===== config.mk =====
export PLATFORM = sky130hd
export DESIGN_NAME = demux_feeder_flat
export DESIGN_NICKNAME = d
export VERILOG_FILES = /design/src/rtl/autoenc_pkg.sv /design/src/rtl/demux_feeder_if.sv /design/src/rtl/demux_feeder.sv /design/src/flat_wrapper.sv
export SDC_FILE = /design/constraint.sdc
export NUM_CORES = 1
export LEC_CHECK = 0
export CAP_MARGIN = 40
export CELL_PAD_IN_SITES_DETAIL_PLACEMENT = 1
export CELL_PAD_IN_SITES_GLOBAL_PLACEMENT = 2
export CORE_MARGIN = 4
export CORE_UTILIZATION = 25
export CTS_CLUSTER_DIAMETER = 50
export DETAILED_ROUTE_END_ITERATION = 6
export GPL_TIMING_DRIVEN = 0
export PLACE_DENSITY = 0.76
export SETUP_SLACK_MARGIN = 0.3
export SYNTH_ARGS = -nofsm -noshare
export SYNTH_HDL_FRONTEND = slang
export SYNTH_SLANG_ARGS = --single-unit

===== constraint.sdc =====
create_clock -name clk -period 1.2 [get_ports clk]
set_input_delay 0.18 -clock clk [delete_from_list [all_inputs] [get_ports clk]]
set_output_delay 0.18 -clock clk [all_outputs]
set_load 0.1 [all_outputs]

===== src/rtl/autoenc_pkg.sv =====
// Shared definitions for the autoencoder datapath.
//   state_t : feeder sequencer states
//   LANES   : number of demux lanes fed round-robin
//   SEL_W   : width of the lane select
//   DATA_W  : default fixed-point word width
package autoenc_pkg;
  typedef enum logic [1:0] {
    IDLE = 2'd0,
    LOAD = 2'd1,
    WAIT = 2'd2
  } state_t;

  localparam int LANES  = 4;
  localparam int SEL_W  = 2;
  localparam int DATA_W = 16;
endpackage


===== src/rtl/demux_feeder_if.sv =====
// Valid/ready word stream into the demux feeder.
//   in_data  : word payload
//   in_valid : payload valid (source drives)
//   in_ready : sink accepts this cycle (feeder drives)
// Modports: master = word source, slave = feeder.
interface demux_feeder_if #(parameter int DATA_W = autoenc_pkg::DATA_W);
  logic [DATA_W-1:0] in_data;
  logic              in_valid;
  logic              in_ready;

  modport master (output in_data, output in_valid, input in_ready);
  modport slave  (input in_data, input in_valid, output in_ready);
endinterface


===== src/rtl/demux_feeder.sv =====
// Sequencer ahead of the 1-to-4 lane demux. Accepts words from a valid/ready
// stream, tags them round-robin with lanes 0..3, presents them registered with
// a one-cycle strobe, pauses after each four-word group until group_ack, and
// flags layer completion after NUM_GROUPS groups.
// Ports:
//   clk, rst_n    : clock, asynchronous active-low reset
//   start         : begin a layer (IDLE only)
//   in_if         : word stream (slave side)
//   group_ack     : downstream consumed the group (WAIT only)
//   demux_data    : registered word to the demux
//   demux_sel     : registered lane select
//   demux_strobe  : data/sel newly valid
//   group_done    : fourth word of a group presented
//   layer_done    : last group of the layer presented
//   busy          : sequencer not idle
module demux_feeder
  import autoenc_pkg::*;
#(
  parameter int DATA_W     = autoenc_pkg::DATA_W,
  parameter int NUM_GROUPS = 2
) (
  input  logic               clk,
  input  logic               rst_n,
  input  logic               start,
  demux_feeder_if.slave      in_if,
  input  logic               group_ack,
  output logic [DATA_W-1:0]  demux_data,
  output logic [SEL_W-1:0]   demux_sel,
  output logic               demux_strobe,
  output logic               group_done,
  output logic               layer_done,
  output logic               busy
);
  localparam int GRP_W = (NUM_GROUPS > 1) ? $clog2(NUM_GROUPS) : 1;
  localparam logic [SEL_W-1:0] LAST_LANE = SEL_W'(LANES - 1);
  localparam logic [GRP_W-1:0] LAST_GRP  = GRP_W'(NUM_GROUPS - 1);

  state_t           state, state_nxt;
  logic [SEL_W-1:0] lane;
  logic [GRP_W-1:0] group;
  logic             acc, grp_end, last_grp;

  // Ready is a pure state decode so the source never sees a path from in_valid.
  assign in_if.in_ready = (state == LOAD);
  assign busy           = (state != IDLE);

  assign acc      = in_if.in_valid && (state == LOAD);
  assign grp_end  = acc && (lane == LAST_LANE);
  assign last_grp = (group == LAST_GRP);

  always_ff @(posedge clk or negedge rst_n) begin
    if (!rst_n) state <= IDLE;
    else        state <= state_nxt;
  end

  always_comb begin
    state_nxt = state;
    case (state)
      IDLE:    if (start)     state_nxt = LOAD;
      LOAD:    if (grp_end)   state_nxt = last_grp ? IDLE : WAIT;
      WAIT:    if (group_ack) state_nxt = LOAD;
      default:                state_nxt = IDLE;
    endcase
  end

  // Datapath: data/sel only move on acceptance so the demux never glitches.
  always_ff @(posedge clk or negedge rst_n) begin
    if (!rst_n) begin
      lane         <= '0;
      group        <= '0;
      demux_data   <= '0;
      demux_sel    <= '0;
      demux_strobe <= 1'b0;
      group_done   <= 1'b0;
      layer_done   <= 1'b0;
    end else begin
      demux_strobe <= acc;
      group_done   <= grp_end;
      layer_done   <= grp_end && last_grp;
      if (acc) begin
        demux_data <= in_if.in_data;
        demux_sel  <= lane;
        lane       <= lane + 1'b1;   // 2-bit wrap 3 -> 0
      end
      if (state == IDLE && start) begin
        lane  <= '0;
        group <= '0;
      end
      // lane has already wrapped to 0 on the fourth acceptance
      if (state == WAIT && group_ack) group <= group + 1'b1;
    end
  end
endmodule


===== src/flat_wrapper.sv =====
// flat-port wrapper written by rule: the top's interface ports become plain ports
module demux_feeder_flat import autoenc_pkg::*;
#(
  parameter int DATA_W     = autoenc_pkg::DATA_W,
  parameter int NUM_GROUPS = 2
)
  (clk, rst_n, start, group_ack, demux_data, demux_sel, demux_strobe, group_done, layer_done, busy, in_if_in_data, in_if_in_valid, in_if_in_ready);
  demux_feeder_if #(.DATA_W(DATA_W)) in_if_i ();
  input  logic clk;
  input  logic rst_n;
  input  logic start;
  input  logic group_ack;
  output logic [DATA_W-1:0] demux_data;
  output logic [SEL_W-1:0] demux_sel;
  output logic demux_strobe;
  output logic group_done;
  output logic layer_done;
  output logic busy;
  input wire logic [$bits(in_if_i.in_data)-1:0] in_if_in_data;
  input wire logic [$bits(in_if_i.in_valid)-1:0] in_if_in_valid;
  output wire logic [$bits(in_if_i.in_ready)-1:0] in_if_in_ready;
  assign in_if_i.in_data = in_if_in_data;
  assign in_if_i.in_valid = in_if_in_valid;
  assign in_if_in_ready = in_if_i.in_ready;
  demux_feeder #(.DATA_W(DATA_W), .NUM_GROUPS(NUM_GROUPS)) u_core (.clk(clk), .rst_n(rst_n), .start(start), .in_if(in_if_i), .group_ack(group_ack), .demux_data(demux_data), .demux_sel(demux_sel), .demux_strobe(demux_strobe), .group_done(group_done), .layer_done(layer_done), .busy(busy));
endmodule

# Word-level counts from Yosys, hierarchy flattened
# Cells that the tools add are included.
op_classes:
  n_addsub: 2
  n_mul: 0
  div: 0
  magnitude_cmp: 0
  n_eq_ne: 6
  n_shift: 0
  mux: 9
  n_bitwise: 0
  reduce_logical: 10
ops:
  columns: ["cell", "n"]
  rows:
  - ["$mux 2", 6]
  - ["$pmux 2 s3", 1]
  - ["$reduce_bool 2->1", 3]
  - ["$logic_and 1x1->1", 5]
  - ["$eq 2x2->1 const B", 2]
  - ["$ne 2x2->1 const B", 2]
  - ["$reduce_and 3->1", 1]
  - ["$add 2x1->2 const B", 1]
  - ["$eq 2x1->1 const B", 1]
  - ["$logic_not 2->1", 1]
  - ["$mux 1", 2]
  - ["$ne 2x1->1 const B", 1]
  - ["$add 1x1->1 const B", 1]
word_totals:
  regBits: 26
  latchBits: 0
  mem_bits_rw: 0
  rom_bits: 0
  inputBits: 21
  output_inout_bits: 23
  elab_cells: 35
  mem_count: 0

# Longest topological paths before layout
logic_depth:
  ltp_word: 5
  mapped_depth: 4
  ltp_nobuf: 3

# Worst setup path after synthesis
# OpenSTA, ideal clock, no wires.
synth_timing:
  path_type: "flip-flop to flip-flop"
  startpoint: "register u_core.state[1]"
  endpoint: "register u_core.state[1]"
  t_arrival_ns: 1.575
  t_required_ns: 1.130
  setup_slack_ns: -0.445
  path_stages_with_launch: 4
  n_path_buf: 1
  period_less_slack_ns: 1.645
  cell_sequence: "dfrtp_1 > buf_2 > and2b_1 > a32o_1"
synth_between:
  elab_chain_len: 5
  elab_cells_between_ends: 10
synth_rtl:
  columns: ["element", "line", "source"]
  rows:
  - ["from (decl)", "demux_feeder.sv:38", "state_t state, state_nxt;"]
  - ["from (signal assigned)", "demux_feeder.sv:53", "else state <= state_nxt;"]
  - ["$eq 2x1->1 (*)", null, null]
  - ["net in_if_in_ready", "flat_wrapper.sv:21", "output wire logic [$bits(in_if_i.in_ready)-1:0] in_if_in_ready;"]
  - ["$logic_and 1x1->1", "demux_feeder.sv:47", "assign acc = in_if.in_valid && (state == LOAD);"]
  - ["$logic_and 1x1->1", "demux_feeder.sv:48", "assign grp_end = acc && (lane == LAST_LANE);"]
  - ["$ne 2x1->1 (no line)", null, null]
  - ["$reduce_and 3->1 (no line)", null, null]
# The timed path passes the listed nets; every way through them passes the cells marked *.
# A chain may end at the register's enable or synchronous reset.

# Final worst setup path
layout_timing:
  startpoint: "register u_core.state[1]"
  endpoint: "output in_if_in_ready"
layout_between:
  elab_chain_len: 1
layout_rtl:
  columns: ["element", "line", "source"]
  rows:
  - ["$eq 2x1->1", "demux_feeder.sv:44", "assign in_if.in_ready = (state == LOAD);"]
  - ["to (decl)", "flat_wrapper.sv:21", null]
# No other way between the ends.

==> impl_results.md <==
- Status: finished, violations left
- Violated checks: negative setup slack
- Grt met2 use: 0.283
- Cell row count: 24
- Layout area overhead: 123%
- CTS H-tree depth: 1
- Worst-skew pair later-pin latency: 0.27 ns
- Max cap viols: 0
- Die height: 75.0 um
- Final WL: 4270 um
- Share of layout cells above drive strength 1: 0.738
- Worst-path fanout max: 4
- RSZ-0062 raised after global routing: yes
- Cell mode on critical path: buf_6
- Final-report max-slew violation count: 0
- Die extent in x: 75.0 um
- Synth unique cells: 25
- DP Cell Count: 194
- Fmax achieved: 665 MHz
- Post-synthesis sequential area ratio: 0.579
- Drc violations: 0
- Top-count cell post-synth: dfrtp_1
- Avg Cell Area, Syn: 15.0 um2
- Num Clock Sinks: 26
- Ys Warns: 0
- Fin Clk Skew: 0.00539 ns
- Hold Buf Count CTS: 0
- CTS Buf Count: 3
- Crit end category: output pin
- Post-synth top area share: 0.579
- Final cell count without fillers: 220
- Layout Nets: 191
- Fin crit share: 1.25
- Vias per cell: 4.54
- Final setup margin: -0.303 ns
- Largest area contributor in the netlist: dfrtp_1
- Via count of the routed design: 999
- Full die area: 5630 um2
- Hold WC Path Type: primary input to async pin
- Critical Path Max Stage Delay: 0.40 ns
- Fraction of registers with async set/reset: 1.00
- Root Buffer: clkbuf_8
- IO Port Bufs: 43
- Number of synthesized flops with an enable pin: 0
- Busiest grt layer: met2
- Largest family of logic cells by synthesized area: multiplexers
- Synth Area in Adders: 0.0111
- RD Place Congestion: 0.681
- Slowest CP cell: dfrtp_1
- Leading post-synthesis cells by cell area: dfrtp_1, mux2_4, mux2_2
- CP Launch Type: register
- Initial drt markers: 42
- CP endpoint: in_if_in_ready
- Synth Net Count: 97
- DR pass1 iterations: 3
- Syn Std Cell Area: 1120 um2
- Final setup vio count: 24
- Antenna viol nets, final: 0
- Req. time, crit path: 1.02 ns
- Post-synthesis xor/xnor area fraction: 0
- R2r worst-path depth: 5
- WS Path Type: register to output pin
- Reg2Reg Capture Point: u_core.demux_data[11]
- Reg clk slew, reported paths: 0.09 ns
- Synth Flop Type: dfrtp_1
- Worst R2R Start: u_core.state[1]
- CTS tree: built
- Antenna violations before repair: 0
- Critical path arrival: 1.32 ns
- GRT overflow: 0
- Cell count after synthesis: 75
- Ports: 44
- Simple-Gate Fraction of Synth Area: 0.0902
- Fin crit period: 1.50 ns
- CTS Buffer Depth: 2
- Mux contribution to synthesized area: 0.210
- Slew margin rel.: 0.447
- Floorplan core area: 4350 um2
- Setup WS pre-CTS: -0.469 ns
- Starting Density: 0.258
- Grt met3 use: 0.0374
- First-pass GRT wire length: 6310 um
- Flip-flop and latch count after synthesis: 26
- Grt met1 use: 0.174
- Number of inserted diodes: 0
- Fin. Hold Viols: 0
- Crit path launch: u_core.state[1]
- Largest net degree at the start of global routing: 18
- Post-synthesis compound-gate area fraction: 0.0557
- DPL Wire Length: 2310 um
- Routed WL per cell: 19.4 um
- Vias in the first global route: 1,132
- R2r setup slk: -0.22 ns
- GRT Total Usage: 0.155
- CP cell instances: buf_6 > and2b_4 > buf_6 > buf_12
- Slew @ Worst Pin: 0.830 ns
- Top cells by count, synth: dfrtp_1, mux2_2, mux2_4, inv_1, nand3b_1
==> how the worst min path moves through the flow <==
stage	depth (start not counted)	slack, ns	end	from
finish	1	0.11	u_core.demux_data[3]	rst_n
global route	1	0.18	u_core.demux_data[15]	rst_n
detailed placement	1	0.50	u_core.demux_data[13]	u_core.demux_data[13]
floorplan	0	-0.12	u_core.demux_data[0]	rst_n
global placement	1	0.50	u_core.demux_data[9]	u_core.demux_data[9]
CTS	1	0.12	u_core.demux_data[14]	rst_n
==> metrics by stage <==
step	utilization	area (um2)	setup TNS [ns]	hold WS (ns)
after floorplan	-	1160	-0.205	-0.116
after global placement	0.381	1660	-30.19	0.497
after detailed placement	0.475	2070	-10.75	0.499
after CTS	0.555	2420	-3.83	0.124
after global routing	0.575	2500	-5.43	0.184
final	0.575	2500	-4.27	0.113
==> layer usage <==
metal	routed length (um)	vias up
met5	0	-
li1	-	451
met4	91	0
met3	251	10
met2	2260	39
met1	1670	499
==> layout by cell type (no fill, tap or decap), types with 2 or more instances in the layout <==
cell,count
a32o_1,2
buf_16,6
mux2_2,9
dfrtp_1,5
o211ai_1,2
mux2_4,9
nand3b_1,3
clkdlybuf4s50_1,19
buf_4,19
buf_6,27
dfrtp_2,21
inv_1,4
buf_12,21
clkbuf_8,3
==> worst max-delay path: cells and delay by family (launching register included) <==
family	cells	cell delay, ns
buffers and inverters	3	0.39
DFF	1	0.40
and+or+nand+nor	1	0.26
==> registers in the layout (all words and copies together) (netlist names) <==
register	flops
u_core.demux_sel	2
u_core.state	2
u_core.demux_strobe	1
u_core.lane	2
u_core.demux_data	16
u_core.layer_done	1
u_core.group	1
u_core.group_done	1
==> repair_timing <==
item	CTS	global route
setup endpoints to repair	75	49
pin swaps	3	4
gates resized for setup	124	7
buffers inserted	16	8
gates cloned	2	0
==> layout make-up <==
| cell class | instances | area (um2) |
|---|---|---|
| multi-input combinational | 40 | 440 |
| sequential | 26 | 677 |
| tap | 52 | 65.1 |
| fill | 407 | 1850 |
| clock inverter | 1 | 30.0 |
| clock buffer | 3 | 41.3 |
| timing repair buffer | 89 | 1180 |
| buffer | 4 | 53.8 |
| inverter | 5 | 18.8 |
==> logic make-up after synthesis <==
group / after synthesis
buffers and inverters: 9
AOI/OAI and AO/OA: 7
and+or+nand+nor: 14
adders and majority gates: 1
DFF: 26
muxes: 18
Power is left out: the tool's default activity adds up to more than one toggle a clock period on the data nets, which glitch-free logic cannot reach.
